### config.mk
export PLATFORM = sky130hd
export DESIGN_NAME = fetch_unit
export DESIGN_NICKNAME = d
export VERILOG_FILES = /design/src/rtl/fetch_unit.sv
export SDC_FILE = /design/constraint.sdc
export NUM_CORES = 1
export LEC_CHECK = 0
export CAP_MARGIN = 20
export CELL_PAD_IN_SITES_DETAIL_PLACEMENT = 1
export CELL_PAD_IN_SITES_GLOBAL_PLACEMENT = 1
export CORE_MARGIN = 2
export CORE_UTILIZATION = 25
export DETAILED_ROUTE_END_ITERATION = 8
export PLACE_DENSITY_LB_ADDON = 0.05
export SYNTH_ARGS = -nofsm -noshare
export SYNTH_HDL_FRONTEND = slang
export SYNTH_SLANG_ARGS = --single-unit
### constraint.sdc
create_clock -name clk -period 3.9 [get_ports clk]
set_input_delay 0.78 -clock clk [delete_from_list [all_inputs] [get_ports clk]]
set_output_delay 0.78 -clock clk [all_outputs]
set_load 0.005 [all_outputs]
### src/rtl/fetch_unit.sv
// Instruction fetch unit: sequences IDLE/FETCH/HOLD, holds one instruction
// for the control unit and computes the next PC when it is retired.
module fetch_unit #(
    parameter logic [31:0] RESET_PC = 32'h0000_0000
) (
    input  logic        clk,
    input  logic        rst_n,
    output logic        imem_req,
    output logic [31:0] imem_addr,
    input  logic        imem_ready,
    input  logic [31:0] imem_rdata,
    output logic        instr_valid,
    output logic [31:0] instr,
    output logic [5:0]  op,
    output logic [5:0]  func_code,
    output logic [31:0] pc_out,
    output logic [31:0] pc_plus4,
    input  logic        instr_ack,
    input  logic        branch_taken,
    input  logic        jump,
    input  logic        jr,
    input  logic [31:0] jr_target,
    output logic        addr_err,
    output logic [31:0] retired
);

    localparam logic [1:0] S_IDLE  = 2'd0;
    localparam logic [1:0] S_FETCH = 2'd1;
    localparam logic [1:0] S_HOLD  = 2'd2;

    logic [1:0]  r_state;
    logic [31:0] r_pc;
    logic [31:0] r_instr;
    logic [31:0] r_pc_out;
    logic        r_instr_valid;
    logic        r_addr_err;
    logic [31:0] r_retired;

    logic [31:0] w_pc_plus4;
    logic [31:0] w_br_off;
    logic [31:0] w_next_pc;
    logic        w_fetch_done;
    logic        w_ack;

    // Handshakes only count in the state that owns them; stray pulses elsewhere are ignored.
    assign w_fetch_done = (r_state == S_FETCH) && imem_ready;
    assign w_ack        = (r_state == S_HOLD) && instr_ack;

    // Link value and branch offset derive from the held instruction; all sums wrap mod 2^32.
    assign w_pc_plus4 = r_pc_out + 32'd4;
    assign w_br_off   = {{14{r_instr[15]}}, r_instr[15:0], 2'b00};

    // Next-PC select: JR beats jump beats taken branch beats sequential.
    always_comb begin
        w_next_pc = w_pc_plus4;
        if (jr)
            w_next_pc = {jr_target[31:2], 2'b00};
        else if (jump)
            w_next_pc = {w_pc_plus4[31:28], r_instr[25:0], 2'b00};
        else if (branch_taken)
            w_next_pc = w_pc_plus4 + w_br_off;
    end

    // FSM and architectural state; reset abandons any in-flight fetch or held instruction.
    always_ff @(posedge clk or negedge rst_n) begin
        if (!rst_n) begin
            r_state       <= S_IDLE;
            r_pc          <= RESET_PC;
            r_instr       <= 32'd0;
            r_pc_out      <= RESET_PC;
            r_instr_valid <= 1'b0;
            r_addr_err    <= 1'b0;
            r_retired     <= 32'd0;
        end else begin
            case (r_state)
                S_IDLE: r_state <= S_FETCH;
                S_FETCH: begin
                    if (w_fetch_done) begin
                        r_instr       <= imem_rdata;
                        r_pc_out      <= r_pc;
                        r_instr_valid <= 1'b1;
                        r_state       <= S_HOLD;
                    end
                end
                S_HOLD: begin
                    if (w_ack) begin
                        r_pc          <= w_next_pc;
                        r_instr_valid <= 1'b0;
                        r_retired     <= r_retired + 32'd1;
                        r_state       <= S_FETCH;
                        if (jr && (jr_target[1:0] != 2'b00))
                            r_addr_err <= 1'b1;
                    end
                end
                default: r_state <= S_IDLE;
            endcase
        end
    end

    assign imem_req    = (r_state == S_FETCH);
    assign imem_addr   = r_pc;
    assign instr_valid = r_instr_valid;
    assign instr       = r_instr;
    assign op          = r_instr[31:26];
    assign func_code   = r_instr[5:0];
    assign pc_out      = r_pc_out;
    assign pc_plus4    = w_pc_plus4;
    assign addr_err    = r_addr_err;
    assign retired     = r_retired;

endmodule

==> metrics.md <==
| Metric | Value |
|---|---|
| Syn avg cell area | `9.76 um2` |
| Starting Density | `25.5%` |
| Finished Layout Cells | `1509` |
| Min-delay worst type | `primary input to async pin` |
| Remaining DRCs | `0` |
| Startpoint types | `register` |
| Hold_ws | `0.308 ns` |
| DIE WIDTH | `184 um` |
| Status | `finished clean` |
| Nets@finish | `1202` |
| Routed vias | `7256` |
| Synth top area cells | `dfrtp_1 (41%), mux2_2 (8.9%), ha_1 (5.7%)` |
| FF-to-FF Start | `pc_out[2]` |
| Critical path class | `register to primary output` |
| Rel. slew slack | `55.0%` |
| Routed wire length | `31800 um` |
| Slowest stage delay, CP | `0.59 ns` |
| Wirelength per Cell | `21.1 um` |
| TritonCTS Buffers | `17` |
| Synth cell types | `68` |
| H-tree depth | `4` |
| Synth warn | `0` |
| Mapped Nets | `939` |
| GPL Wtd Cong | `0.811` |
| Number of synthesized flops with an enable pin | `0` |
| Top-count cell post-synth | `dfrtp_1` |
| DP HPWL | `24300 um` |
| IO Port Bufs | `245` |
| Final setup viols | `0` |
| Top_reg_cell synth | `dfrtp_1` |
| CP max FO | `5` |
| Post-Syn Instances | `830` |
| Share of the synthesized area in the top cell type | `40.8%` |
| Clk buf depth | `2` |
| Max Fclk | `0.267 GHz` |
| Ys async rst share | `100%` |
| Max stage delay cell, worst path | `clkdlybuf4s50_1` |
| Vias/cell | `4.81` |
| Seq cells post-synth | `132` |
| Fin Clk Skew | `0.0135 ns` |
| Final hold vios | `0` |
| Worst VDD drop | `0.447 mV` |
| Tcrit/Tclk final | `95.9%` |
| Tot GR Track Use | `19.4%` |
| Std-Cell Rows | `65` |
| Commonest cells in the netlist | `dfrtp_1 (132), nand2_1 (78), mux2_2 (64)` |
| Worst-Margin Slew | `0.673 ns` |
| Skew-Pair Late Insertion Delay | `0.44 ns` |
| DRT iter0 DRCs | `241` |
| Largest net degree at the start of global routing | `53` |
| Core ar. | `31700 um2` |
| Arr. time, crit path | `2.96 ns` |
| Worst path required time | `3.12 ns` |
| PwrDens | `864 nW/um2` |
| Clock Sinks | `132` |
| RSZ-0062 raised after global routing | `false` |
| Worst Setup End Kind | `primary output` |
| ANT nets after route | `0` |
| Post-synth top area cell | `dfrtp_1` |
| Min Tclk post-route | `3.74 ns` |
| DIE HEIGHT | `184 um` |
| # fillers | `3526` |
| First-pass GRT wire length | `48800 um` |
| Crit path launch | `pc_out[2]` |
| Drt pass-1 iters | `5` |
| Sequential area share after synthesis | `40.8%` |
| Max-cap violations | `0` |
| Area grow syn2layout | `47.4%` |
| Tot Pwr | `0.0103 W` |
| Clk pin slew, worst setup/hold paths | `0.07 ns` |
| GR Overflow Total | `0` |
| # hold bufs at CTS | `0` |
| Synth Cell Area | `8100 um2` |
| Dpl cells | `1474` |
| Crit path cell chain | `ha_1 -> and4_2 -> nand2b_4 -> nor3_4 -> buf_4 -> nand4_1 -> xnor2_2 -> clkdlybuf4s50_1` |
| Die area | `33900 um2` |
| Initial antenna violation count | `2` |
| CTS tree | `built` |
| CTS root buf | `clkbuf_16` |
| Max-slew violation count | `0` |
| Share of layout cells above drive strength 1 | `16.5%` |
| Pleak | `5.11 nW` |
| I/O pins | `246` |
| Vias in the first global route | `7892` |
## metrics by stage
step | area [um2] | utilization, % | setup slack [ns] | TNS, ns
after floorplan | 8100 | - | 0.520 | 0
after CTS | 11900 | 37.4 | -0.0147 | -0.0238
after detailed placement | 11200 | 35.3 | 0.0476 | 0
after global placement | 11200 | 35.3 | 0.0656 | 0
final | 11900 | 37.6 | 0.159 | 0
after global routing | 11900 | 37.6 | 0.00525 | 0
## flip-flops by register name, indices dropped and copies added (netlist names)
register,flops
imem_addr,32
instr,32
pc_out,32
retired,32
r_state,2
addr_err,1
instr_valid,1
## layout by cell type (no fill, tap or decap), types with 4 or more instances in the layout
| master | netlist | final |
|---|---|---|
| xnor2_2 | 1 | 7 |
| a211oi_1 | 8 | 7 |
| clkinvlp_4 | 0 | 5 |
| bufinv_16 | 0 | 4 |
| o21bai_1 | 7 | 7 |
| a31oi_1 | 5 | 5 |
| a221oi_1 | 5 | 5 |
| nand4_1 | 16 | 16 |
| o22ai_1 | 6 | 6 |
| o31ai_1 | 5 | 5 |
| nand3b_1 | 4 | 4 |
| nor3_1 | 9 | 8 |
| o21ai_1 | 7 | 6 |
| buf_4 | 14 | 44 |
| nor2_1 | 60 | 59 |
| o211ai_1 | 12 | 12 |
| and2_1 | 5 | 5 |
| xnor2_1 | 51 | 45 |
| ha_1 | 37 | 36 |
| inv_1 | 18 | 18 |
| a21o_1 | 15 | 15 |
| o21a_1 | 5 | 5 |
| dfrtp_1 | 132 | 131 |
| nand3_1 | 32 | 31 |
| nand2_1 | 78 | 77 |
| xor2_1 | 29 | 29 |
| mux2i_1 | 9 | 9 |
| clkbuf_16 | 0 | 17 |
| clkdlybuf4s50_1 | 0 | 243 |
| or3_1 | 4 | 4 |
| mux2_2 | 64 | 64 |
| o21ai_0 | 26 | 25 |
| a21oi_1 | 56 | 55 |
| and3_1 | 20 | 20 |
## cell families (layout without fill, tap and decap cells)
kind of cell	Yosys count	count (layout)	synth area share [%]
flip-flops	132	132	40.8
XOR/XNOR	81	81	8.85
AO/OA/AOI/OAI	184	184	14.8
AND/OR/NAND/NOR	256	256	15.8
adder cells (fa/ha/maj)	38	38	5.96
multiplexers	73	73	10.0
other	0	1	0
buffers and inverters	66	342	3.75
## power breakdown
group | internal (W) | switching, W | leakage (nW)
Combinational | 0.00318 | 0.00285 | 3.18
Sequential | 0.00188 | 0.000634 | 1.64
Clock | 0.00109 | 0.000680 | 0.295
## what timing repair did
item / CTS / global route
gates resized for setup: 4 / 17
endpoints found under the setup margin: 6 / 15
pin swaps: 0 / 1
setup buffers: 0 / 2
## final timing paths
check	cells past startpoint	to	slack, ns
setup / recovery	8	pc_plus4[30]	0.16
hold / removal	1	instr[19]	0.31
setup reg to reg	17	imem_addr[28]	0.30
hold reg to reg	1	retired[31]	0.46
max in group asynchronous	2	retired[12]	2.78
min in group clk	1	retired[31]	0.46
## routing by layer
metal,global-route usage (%),share of wire [%],up-vias
met5,0,0.041,-
met3,5.92,5.9,20
met2,31.8,47,163
li1,-,-,3494
met1,25.1,46,3577
met4,4.16,0.92,2
## worst max-delay path, delay by kind of cell (launching register included)
kind	cells	cell delay [ns]
simple gates	4	0.84
xor+xnor	1	0.28
flops	1	0.40
buf+inv	2	0.77
fa+ha+maj	1	0.23
## layout make-up
type                            count  area [um2]  share of cell area, %
Clock inverter                     14         201                   1.69
Multi-Input combinational cell    632        4600                   38.5
Tap cell                          402         503                   4.21
Sequential cell                   132        3300                   27.7
Inverter                           19        71.3                  0.597
Antenna cell                        1        2.50                 0.0210
Clock buffer                       18         439                   3.68
Timing Repair Buffer              291        2820                   23.6
Note: power is estimated with default switching activity, not from simulation.
